===== src/rtl/hazard_pkg.sv =====
// Shared widths, MD operation codes and default MD latencies for the hazard/stall controller.
package hazard_pkg;

    localparam int TUSE_W = 2;
    localparam int TNEW_W = 2;

    localparam int MULT_CYCLES_DEF = 5;
    localparam int DIV_CYCLES_DEF  = 10;
    localparam int CNT_W_DEF       = 4;

    typedef enum logic [1:0] {
        MD_NONE = 2'd0,
        MD_MULT = 2'd1,
        MD_DIV  = 2'd2
    } md_op_e;

    // Tnew ages by one stage per cycle but never goes below zero.
    function automatic logic [TNEW_W-1:0] sat_dec(input logic [TNEW_W-1:0] v);
        return (v == '0) ? v : v - TNEW_W'(1);
    endfunction

endpackage


===== src/rtl/hazard_stall_ctrl_if.sv =====
// D-stage hazard inputs and stall/tracking outputs of hazard_stall_ctrl.
// HAZARD_STATS_EN adds the stall statistics counters.
interface hazard_stall_ctrl_if;
    import hazard_pkg::*;

    logic [4:0]        D_A1;
    logic [4:0]        D_A2;
    logic              D_Use_1;
    logic              D_Use_2;
    logic [TUSE_W-1:0] D_Tuse_1;
    logic [TUSE_W-1:0] D_Tuse_2;
    logic [4:0]        D_A3;
    logic [TNEW_W-1:0] D_Tnew;
    logic [1:0]        D_md_start;
    logic              D_md_use;

    logic              stall;
    logic              D_en;
    logic              E_clr;
    logic [4:0]        E_A3;
    logic [4:0]        M_A3;
    logic [4:0]        W_A3;
    logic              md_busy;
`ifdef HAZARD_STATS_EN
    logic [31:0]       stall_cnt;
    logic [31:0]       md_stall_cnt;
`endif

    modport master (
        output D_A1, D_A2, D_Use_1, D_Use_2, D_Tuse_1, D_Tuse_2,
               D_A3, D_Tnew, D_md_start, D_md_use,
`ifdef HAZARD_STATS_EN
        input  stall_cnt, md_stall_cnt,
`endif
        input  stall, D_en, E_clr, E_A3, M_A3, W_A3, md_busy
    );

    modport slave (
        input  D_A1, D_A2, D_Use_1, D_Use_2, D_Tuse_1, D_Tuse_2,
               D_A3, D_Tnew, D_md_start, D_md_use,
`ifdef HAZARD_STATS_EN
        output stall_cnt, md_stall_cnt,
`endif
        output stall, D_en, E_clr, E_A3, M_A3, W_A3, md_busy
    );

endinterface


===== src/rtl/md_busy_counter.sv =====
// MD unit busy countdown: loads the mult/div latency on issue from E, then counts down to idle.
module md_busy_counter
    import hazard_pkg::*;
#(
    parameter int MULT_CYCLES = MULT_CYCLES_DEF,
    parameter int DIV_CYCLES  = DIV_CYCLES_DEF,
    parameter int CNT_W       = CNT_W_DEF
) (
    input  logic       clk,
    input  logic       reset,
    input  logic [1:0] start_i,
    output logic       busy_o
);

    logic [CNT_W-1:0] cnt_q, cnt_d;

    // A new issue always reloads, even if a previous operation is still counting.
    always_comb begin
        cnt_d = cnt_q;
        if (start_i == MD_MULT) begin
            cnt_d = CNT_W'(MULT_CYCLES);
        end else if (start_i == MD_DIV) begin
            cnt_d = CNT_W'(DIV_CYCLES);
        end else if (cnt_q != '0) begin
            cnt_d = cnt_q - CNT_W'(1);
        end
    end

    always_ff @(posedge clk) begin
        if (reset) begin
            cnt_q <= '0;
        end else begin
            cnt_q <= cnt_d;
        end
    end

    assign busy_o = (cnt_q != '0);

endmodule


===== src/rtl/hazard_stall_ctrl.sv =====
// Pipeline stall/flush controller: E/M/W destination tracking, Tuse/Tnew compare, MD stalls.
// HAZARD_STATS_EN adds saturating stall_cnt / md_stall_cnt statistics.
module hazard_stall_ctrl
    import hazard_pkg::*;
#(
    parameter int MULT_CYCLES = MULT_CYCLES_DEF,
    parameter int DIV_CYCLES  = DIV_CYCLES_DEF,
    parameter int CNT_W       = CNT_W_DEF
) (
    input  logic               clk,
    input  logic               reset,
    hazard_stall_ctrl_if.slave bus
);

    logic [4:0]        e_a3_q, e_a3_d, m_a3_q, w_a3_q;
    logic [TNEW_W-1:0] e_tnew_q, e_tnew_d, m_tnew_q;
    logic [1:0]        e_md_q, e_md_d;
    logic              rs_hit, rt_hit, md_hit, stall, md_busy;

    // Use gates the address compare so X on an unused index cannot reach stall.
    always_comb begin
        rs_hit = 1'b0;
        rt_hit = 1'b0;
        if (bus.D_Use_1 && (bus.D_A1 != 5'd0)) begin
            rs_hit = ((bus.D_A1 == e_a3_q) && (e_tnew_q > bus.D_Tuse_1)) ||
                     ((bus.D_A1 == m_a3_q) && (m_tnew_q > bus.D_Tuse_1));
        end
        if (bus.D_Use_2 && (bus.D_A2 != 5'd0)) begin
            rt_hit = ((bus.D_A2 == e_a3_q) && (e_tnew_q > bus.D_Tuse_2)) ||
                     ((bus.D_A2 == m_a3_q) && (m_tnew_q > bus.D_Tuse_2));
        end
        md_hit = (bus.D_md_use || (bus.D_md_start != MD_NONE)) &&
                 (md_busy || (e_md_q != MD_NONE));
        stall  = !reset && (rs_hit || rt_hit || md_hit);

        e_a3_d   = stall ? 5'd0 : bus.D_A3;
        e_tnew_d = stall ? '0   : bus.D_Tnew;
        e_md_d   = stall ? 2'd0 : bus.D_md_start;
    end

    always_ff @(posedge clk) begin
        if (reset) begin
            e_a3_q   <= '0;
            e_tnew_q <= '0;
            e_md_q   <= '0;
            m_a3_q   <= '0;
            m_tnew_q <= '0;
            w_a3_q   <= '0;
        end else begin
            e_a3_q   <= e_a3_d;
            e_tnew_q <= e_tnew_d;
            e_md_q   <= e_md_d;
            m_a3_q   <= e_a3_q;
            m_tnew_q <= sat_dec(e_tnew_q);
            w_a3_q   <= m_a3_q;
        end
    end

    md_busy_counter #(
        .MULT_CYCLES (MULT_CYCLES),
        .DIV_CYCLES  (DIV_CYCLES),
        .CNT_W       (CNT_W)
    ) u_md_busy_counter (
        .clk     (clk),
        .reset   (reset),
        .start_i (e_md_q),
        .busy_o  (md_busy)
    );

    assign bus.stall   = stall;
    assign bus.D_en    = !stall;
    assign bus.E_clr   = stall;
    assign bus.E_A3    = e_a3_q;
    assign bus.M_A3    = m_a3_q;
    assign bus.W_A3    = w_a3_q;
    assign bus.md_busy = md_busy;

`ifdef HAZARD_STATS_EN
    logic [31:0] stall_cnt_q, stall_cnt_d, md_stall_cnt_q, md_stall_cnt_d;

    always_comb begin
        stall_cnt_d    = stall_cnt_q;
        md_stall_cnt_d = md_stall_cnt_q;
        if (stall && (stall_cnt_q != 32'hFFFF_FFFF)) begin
            stall_cnt_d = stall_cnt_q + 32'd1;
        end
        if (stall && !rs_hit && !rt_hit && (md_stall_cnt_q != 32'hFFFF_FFFF)) begin
            md_stall_cnt_d = md_stall_cnt_q + 32'd1;
        end
    end

    always_ff @(posedge clk) begin
        if (reset) begin
            stall_cnt_q    <= '0;
            md_stall_cnt_q <= '0;
        end else begin
            stall_cnt_q    <= stall_cnt_d;
            md_stall_cnt_q <= md_stall_cnt_d;
        end
    end

    assign bus.stall_cnt    = stall_cnt_q;
    assign bus.md_stall_cnt = md_stall_cnt_q;
`endif

endmodule

===== src/flat_wrapper.sv =====
// flat-port wrapper written by rule: the top's interface ports become plain ports
module hazard_stall_ctrl_flat import hazard_pkg::*;
#(
    parameter int MULT_CYCLES = MULT_CYCLES_DEF,
    parameter int DIV_CYCLES  = DIV_CYCLES_DEF,
    parameter int CNT_W       = CNT_W_DEF
)
  (clk, reset, bus_D_A1, bus_D_A2, bus_D_Use_1, bus_D_Use_2, bus_D_Tuse_1, bus_D_Tuse_2, bus_D_A3, bus_D_Tnew, bus_D_md_start, bus_D_md_use, bus_stall, bus_D_en, bus_E_clr, bus_E_A3, bus_M_A3, bus_W_A3, bus_md_busy);
  hazard_stall_ctrl_if bus_i ();
  input  logic clk;
  input  logic reset;
  input wire logic [$bits(bus_i.D_A1)-1:0] bus_D_A1;
  input wire logic [$bits(bus_i.D_A2)-1:0] bus_D_A2;
  input wire logic [$bits(bus_i.D_Use_1)-1:0] bus_D_Use_1;
  input wire logic [$bits(bus_i.D_Use_2)-1:0] bus_D_Use_2;
  input wire logic [$bits(bus_i.D_Tuse_1)-1:0] bus_D_Tuse_1;
  input wire logic [$bits(bus_i.D_Tuse_2)-1:0] bus_D_Tuse_2;
  input wire logic [$bits(bus_i.D_A3)-1:0] bus_D_A3;
  input wire logic [$bits(bus_i.D_Tnew)-1:0] bus_D_Tnew;
  input wire logic [$bits(bus_i.D_md_start)-1:0] bus_D_md_start;
  input wire logic [$bits(bus_i.D_md_use)-1:0] bus_D_md_use;
  output wire logic [$bits(bus_i.stall)-1:0] bus_stall;
  output wire logic [$bits(bus_i.D_en)-1:0] bus_D_en;
  output wire logic [$bits(bus_i.E_clr)-1:0] bus_E_clr;
  output wire logic [$bits(bus_i.E_A3)-1:0] bus_E_A3;
  output wire logic [$bits(bus_i.M_A3)-1:0] bus_M_A3;
  output wire logic [$bits(bus_i.W_A3)-1:0] bus_W_A3;
  output wire logic [$bits(bus_i.md_busy)-1:0] bus_md_busy;
  assign bus_i.D_A1 = bus_D_A1;
  assign bus_i.D_A2 = bus_D_A2;
  assign bus_i.D_Use_1 = bus_D_Use_1;
  assign bus_i.D_Use_2 = bus_D_Use_2;
  assign bus_i.D_Tuse_1 = bus_D_Tuse_1;
  assign bus_i.D_Tuse_2 = bus_D_Tuse_2;
  assign bus_i.D_A3 = bus_D_A3;
  assign bus_i.D_Tnew = bus_D_Tnew;
  assign bus_i.D_md_start = bus_D_md_start;
  assign bus_i.D_md_use = bus_D_md_use;
  assign bus_stall = bus_i.stall;
  assign bus_D_en = bus_i.D_en;
  assign bus_E_clr = bus_i.E_clr;
  assign bus_E_A3 = bus_i.E_A3;
  assign bus_M_A3 = bus_i.M_A3;
  assign bus_W_A3 = bus_i.W_A3;
  assign bus_md_busy = bus_i.md_busy;
  hazard_stall_ctrl #(.MULT_CYCLES(MULT_CYCLES), .DIV_CYCLES(DIV_CYCLES), .CNT_W(CNT_W)) u_core (.clk(clk), .reset(reset), .bus(bus_i));
endmodule

===== config.mk =====
export PLATFORM = sky130hd
export DESIGN_NAME = hazard_stall_ctrl_flat
export DESIGN_NICKNAME = d
export VERILOG_FILES = /design/src/rtl/hazard_pkg.sv /design/src/rtl/hazard_stall_ctrl_if.sv /design/src/rtl/md_busy_counter.sv /design/src/rtl/hazard_stall_ctrl.sv /design/src/flat_wrapper.sv
export SDC_FILE = /design/constraint.sdc
export NUM_CORES = 1
export LEC_CHECK = 0
export BUFFER_PORTS_ARGS = -buffer_cell sky130_fd_sc_hd__buf_4
export CAP_MARGIN = 15
export CORE_MARGIN = 2
export CORE_UTILIZATION = 47
export CTS_BUF_LIST = sky130_fd_sc_hd__clkbuf_4 sky130_fd_sc_hd__clkbuf_8
export DETAILED_ROUTE_END_ITERATION = 8
export PLACE_DENSITY_LB_ADDON = 0.3
export SYNTH_ARGS = -nofsm -noshare
export SYNTH_HDL_FRONTEND = slang
export SYNTH_SLANG_ARGS = --single-unit

===== constraint.sdc =====
create_clock -name clk -period 2 [get_ports clk]
set_clock_uncertainty 0.1 [all_clocks]
set_input_delay 0.2 -clock clk [delete_from_list [all_inputs] [get_ports clk]]
set_output_delay 0.2 -clock clk [all_outputs]
set_load 0.02 [all_outputs]

### Word level (Yosys, flattened, before mapping)

Cells that the tools add are included.
W data, S select, Z words.

| word-level totals | value |
|---|---|
| register bits | 25 |
| input port bits | 28 |
| output and inout port bits | 19 |
| logic and storage cells | 52 |

| cells by class | value |
|---|---|
| $add $sub $neg | 2 |
| magnitude comparators | 4 |
| eq/ne operators | 6 |
| mux-type cells | 6 |
| reductions and logical operators | 26 |

Operators by type and width:

| operator | count |
|---|---|
| $eq A5 B5 Y1 | 4 |
| $reduce_bool A5 Y1 | 2 |
| $gt A2 B2 Y1 | 4 |
| $logic_and A1 B1 Y1 | 8 |
| $mux W4 | 2 |
| $logic_or A1 B1 Y1 | 6 |
| $reduce_bool A2 Y1 | 3 |
| $reduce_bool A4 Y1 | 1 |
| $reduce_or A2 Y1 | 2 |
| $sub A4 B1 Y4 const B | 1 |
| $mux W3 | 1 |
| $reduce_bool A3 Y1 | 1 |
| $eq A2 B1 Y1 const B | 1 |
| $eq A2 B2 Y1 const B | 1 |
| $logic_not A1 Y1 | 2 |
| $logic_not A2 Y1 | 1 |
| $mux W1 | 2 |
| $mux W2 | 1 |
| $sub A2 B1 Y2 const B | 1 |

### Longest topological paths before layout

| logic depth | value |
|---|---|
| depth after elaboration | 8 |
| mapped depth | 8 |
| depth with buffers taken out | 7 |

### Cells and area by module

From an unflattened synthesis, not the netlist that was laid out.

| unflattened totals | value |
|---|---|
| cells, all modules | 145 |
| area, all modules | 1391.3 um^2 |

By module, submodules not included:

| module | times used | cells each | area each (um^2) | seq. area each (um^2) |
|---|---|---|---|---|
| hazard_stall_ctrl | 1 | 117 | 1144.8 | 420.4 |
| md_busy_counter | 1 | 28 | 246.5 | 80.1 |

### Worst setup path before layout

OpenSTA, ideal clock, no wires.

| path | value |
|---|---|
| path type | reg2out |
| start | register u_core.m_tnew_q[1] |
| end | output port bus_stall |
| arrival | 1.841 ns |
| data required time | 1.700 ns |
| slack | -0.141 ns |
| stages on the path, launching flop included | 8 |
| path buffers | 1 |
| cell sequence | dfxtp_1 -> ha_1 -> nor2b_1 -> o2111ai_1 -> or4_1 -> a21oi_2 -> o31a_1 -> buf_4 |

| between the ends | value |
|---|---|
| longest elaborated chain between the ends | 7 |
| elaborated cells between the ends (all ways) | 11 |
| those cells by class | order compare: 2; mux: 2; reduce/logical: 7 |

Ends and longest elaborated chain:

| what | RTL line | text |
|---|---|---|
| from (decl) | hazard_stall_ctrl.sv:16 | `logic [TNEW_W-1:0] e_tnew_q, e_tnew_d, m_tnew_q;` |
| from (signal assigned) | hazard_stall_ctrl.sv:54 | `m_tnew_q <= sat_dec(e_tnew_q);` |
| $gt A2 B2 Y1 (on tied branches) | hazard_stall_ctrl.sv:26, hazard_stall_ctrl.sv:30 |  |
| $logic_and A1 B1 Y1 (on tied branches) | hazard_stall_ctrl.sv:26, hazard_stall_ctrl.sv:30 |  |
| $logic_or A1 B1 Y1 (on tied branches) | hazard_stall_ctrl.sv:25, hazard_stall_ctrl.sv:29 |  |
| $mux W1 (on tied branches) | hazard_stall_ctrl.sv:24, hazard_stall_ctrl.sv:28 |  |
| $logic_or A1 B1 Y1 (*) (2 in series) | hazard_stall_ctrl.sv:34 | `stall = !reset && (rs_hit \|\| rt_hit \|\| md_hit);` |
| $logic_and A1 B1 Y1 (*) | hazard_stall_ctrl.sv:34 |  |
| to (decl) | flat_wrapper.sv:22 | `output wire logic [$bits(bus_i.stall)-1:0] bus_stall;` |

Mark *: on every way between the ends. The rest lies on a longest branch, timed or not.

### Final worst setup path

| path | value |
|---|---|
| start | register u_core.m_tnew_q[1] |
| end | output port bus_D_en |

| between the ends | value |
|---|---|
| longest elaborated chain between the ends | 8 |
| elaborated cells between the ends (all ways) | 12 |
| those cells by class | order compare: 2; mux: 2; reduce/logical: 8 |

Ends and longest elaborated chain:

| what | RTL line | text |
|---|---|---|
| $gt A2 B2 Y1 (on tied branches) | hazard_stall_ctrl.sv:26, hazard_stall_ctrl.sv:30 |  |
| $logic_and A1 B1 Y1 (on tied branches) | hazard_stall_ctrl.sv:26, hazard_stall_ctrl.sv:30 |  |
| $logic_or A1 B1 Y1 (on tied branches) | hazard_stall_ctrl.sv:25, hazard_stall_ctrl.sv:29 |  |
| $mux W1 (on tied branches) | hazard_stall_ctrl.sv:24, hazard_stall_ctrl.sv:28 |  |
| $logic_or A1 B1 Y1 (*) (2 in series) | hazard_stall_ctrl.sv:34 |  |
| $logic_and A1 B1 Y1 (*) | hazard_stall_ctrl.sv:34 |  |
| $logic_not A1 Y1 (*) | hazard_stall_ctrl.sv:71 | `assign bus.D_en = !stall;` |
| to (decl) | flat_wrapper.sv:23 | `output wire logic [$bits(bus_i.D_en)-1:0] bus_D_en;` |

Marked as above.

==> flow_metrics.py <==
metrics = {
    "die": {
        "die_x_um": 59.07,
        "fp-row-count": 19,
        "die_h_um": 59.07,
        "start_util_pct": 50.38,
        "die_area_mm2": 0.003489,
        "core_area_mm2": 0.002829,
        "ios": 47,
    },
    "critical_path": {
        "worstSetupPathType": "reg2out",
        "crit_path_end_kind": "output pin",
        "slowest_stage": "or4_4",
        "worst-path-buf-inv": 2,
        "crit_chain": "ha_4, nor2b_2, o2111ai_1, or4_4, a21oi_4, buf_6, o31ai_4, buf_6",
        "crit_family": "simple AND/OR/NAND/NOR gates",
        "required_ns": 1.70,
        "start_kind": "flip-flop",
        "cp.arrival_ns": 2.16,
        "path_max_fanout": 3,
        "cp_slowest_stage_delay_ns": 0.45,
        "cp_common_cell": "buf_6",
    },
    "pwr": {
        "ir_worst_vdd_uv": 573.9,
        "leakage_uw": 0.0008922,
        "comb_power_share_pct": 51.5,
        "power_frac_seq_pct": 36.1,
        "power_uw": 1866,
        "clkPwrFrac_pct": 12.3,
        "power.switching_uw": 711.9,
        "power.density_mw_per_mm2": 944.7,
        "swShare_pct": 38.15,
        "p_int_uw": 1154,
    },
    "job": {
        "drv_cap": 0,
    },
    "detailed_routing": {
        "vias_per_cell": 5.326,
        "drc_errors": 0,
        "vias": 1273,
        "first_iter_violations": 30,
        "ant_nets": 0,
        "drt-total-wl_um": 3387,
        "drt_pass1_iterations": 3,
        "wl_per_cell_um": 14.17,
    },
    "clocking": {
        "cts_buffers": 3,
        "path_clk_slew_ns": 0.14,
        "clockBufferDepth": 2,
        "insertion_delay_ns": 0.32,
        "htree_levels": 1,
        "cts-root-buf": "clkbuf_4",
        "cts.sinks": 25,
        "cts_tree": "done",
    },
    "yosys": {
        "syn-num-nets": 189,
        "synth_commonest_cells": "dfxtp_1, ha_1, inv_1, nand2_1, nor2b_1",
        "netlist_top_cells_area": "dfxtp_1, ha_1, nor4_2",
        "synth-edff-count": 0,
        "post-synth-top-area-fraction_pct": 35.12,
        "synth_area_leader_cell": "dfxtp_1",
        "ys_warn_count": 0,
        "ys_types": 31,
        "netlist_area_mm2": 0.001425,
        "syn_avg_cell_area_um2": 9.629,
        "ys_async_sr_fraction_pct": 0,
        "synth.most_common_cell": "dfxtp_1",
        "synth-seq-cells": 25,
        "synthCells": 148,
        "synth_top_flop_cell": "dfxtp_1",
        "ys_seq_area_share_pct": 35.12,
    },
    "global_route": {
        "track_usage_pct": 21.59,
        "grt_overflow": 0,
        "grt_pass1_wl_um": 5713,
        "grt_pass1_vias": 1310,
        "grt_max_degree": 16,
        "antenna_found_initial": 0,
    },
    "sta": {
        "fin_ws_ns": -0.4611,
        "fin_crit_sh_pct": 123.1,
        "fmax_mhz": 406.3,
        "relSlewSlack_pct": 74.02,
        "hold_viol_final": 0,
        "finalSetupViolCount": 5,
        "slew_viol_final": 0,
        "worst-slew-pin-transition_ns": 0.3892,
        "finalCriticalPeriod_ns": 2.461,
        "rsz0062_at_grt": "yes",
    },
    "hold_path": {
        "min_path_type": "in2reg",
    },
    "run_status": {
        "status": "finished, violations left",
        "violations": "setup timing",
    },
    "final_layout": {
        "post-route-util_pct": 69.84,
        "design_area_mm2": 0.001976,
        "drive_above_1_share_pct": 42.31,
        "nNetsFinal": 250,
        "diodes": 0,
        "n_fill_cell": 228,
        "syn2layout_area_growth_pct": 38.63,
    },
    "placement": {
        "place_area_mm2": 0.001866,
        "portBuffers": 46,
        "gp_congestion": 0.8710,
        "post-dp-hpwl_um": 2790,
    },
}
==> sequential cells by signal, summed over array words and instances (netlist names) <==
register	count
u_core.e_tnew_q	2
u_core.m_tnew_q	2
u_core.bus.E_A3	5
u_core.u_md_busy_counter.cnt_q	4
u_core.bus.M_A3	5
u_core.bus.W_A3	5
u_core.e_md_q	2
==> logic make-up after synthesis <==
| group | after synthesis | share of synthesized area, % |
|---|---|---|
| simple gates | 56 | 25.55 |
| flops | 25 | 35.12 |
| xor+xnor | 21 | 12.91 |
| compound gates | 14 | 8.340 |
| buf+inv | 19 | 6.672 |
| fa+ha+maj | 13 | 11.41 |
==> tightest hold or removal path: stages <==
cell	delay, ns
buf_4	0.11
nand2_1	0.07
nor4_2	0.04
==> final timing paths <==
| kind | from | to | slack (ns) | cells past startpoint |
|---|---|---|---|---|
| worst max-delay path | u_core.m_tnew_q[1] | bus_D_en | -0.46 | 8 |
| worst min-delay path | bus_D_md_start[0] | u_core.e_md_q[0] | 0.02 | 3 |
| worst max register to register | u_core.m_tnew_q[1] | u_core.bus.E_A3[2] | 0 | 7 |
| worst min register to register | u_core.e_tnew_q[0] | u_core.m_tnew_q[1] | 0.41 | 1 |
==> power by group through the flow <==
stage | sequential (µW) | combinational (µW) | clock (µW)
after floorplan | 703 | 563 | 0
after global placement | 673 | 881 | 0
after detailed placement | 680 | 917 | 0
after CTS | 670 | 934 | 236
after global routing | 687 | 1060 | 261
final | 675 | 962 | 230
==> what timing repair did <==
| action | in CTS | in global routing |
|---|---|---|
| endpoints found under the setup margin | 12 | 13 |
| buffers inserted | 0 | 1 |
| gates resized for setup | 5 | 8 |
| pin swaps | 2 | 2 |
| hold buffers | 0 | 3 |
| hold endpoints to repair | 0 | 3 |
==> per-layer routing <==
| layer | global-route usage, % | share of wire (%) | up-vias |
|---|---|---|---|
| met2 | 40.00 | 50 | 44 |
| met3 | 3.493 | 4.4 | 2 |
| met5 | 0 | 0 | - |
| met1 | 25.41 | 44 | 601 |
| met4 | 6.169 | 0.80 | 0 |
| li1 | - | - | 626 |
==> per-stage QoR <==
step | std cells | worst slack (ns) | hold WS, ns | TNS [ns]
global route | 239 | -0.5584 | 0.01238 | -2.276
detailed placement | 231 | -0.2438 | 0.3640 | -2.042
CTS | 235 | -0.5127 | 0.01150 | -1.932
global placement | 231 | -0.1255 | 0.3614 | -0.6920
floorplan | 148 | -0.09255 | 0.1716 | -0.09255
finish | 239 | -0.4611 | 0.02215 | -1.358
==> layout make-up <==
cell class | instances | area (µm²) | area share, %
clock inverters | 1 | 7.507 | 0.3800
inverters | 12 | 45.04 | 2.280
flip-flops and latches | 25 | 504.2 | 25.52
clock buffers | 3 | 22.52 | 1.140
well taps | 31 | 38.79 | 1.963
multi-input cells | 104 | 869.6 | 44.02
repair buffers | 63 | 488.0 | 24.70
==> placed cells by master, fill, tap and decap left out, types with 2 or more instances in the layout <==
cell type | netlist | final
clkbuf_4 | 0 | 3
inv_1 | 12 | 11
nand4_1 | 2 | 2
nor3_1 | 6 | 6
buf_4 | 2 | 58
and3_1 | 2 | 2
a211oi_1 | 2 | 2
buf_6 | 2 | 2
nor4_2 | 9 | 9
a21oi_1 | 4 | 4
nand2_1 | 12 | 12
nor2_1 | 6 | 6
xnor2_1 | 10 | 10
dlygate4sd3_1 | 0 | 3
or4_4 | 1 | 2
dfxtp_1 | 25 | 22
xor2_1 | 11 | 11
dfxtp_2 | 0 | 3
nor4_1 | 2 | 2
nor2b_1 | 12 | 11
ha_1 | 13 | 11
(Power assumes the default switching activity.)
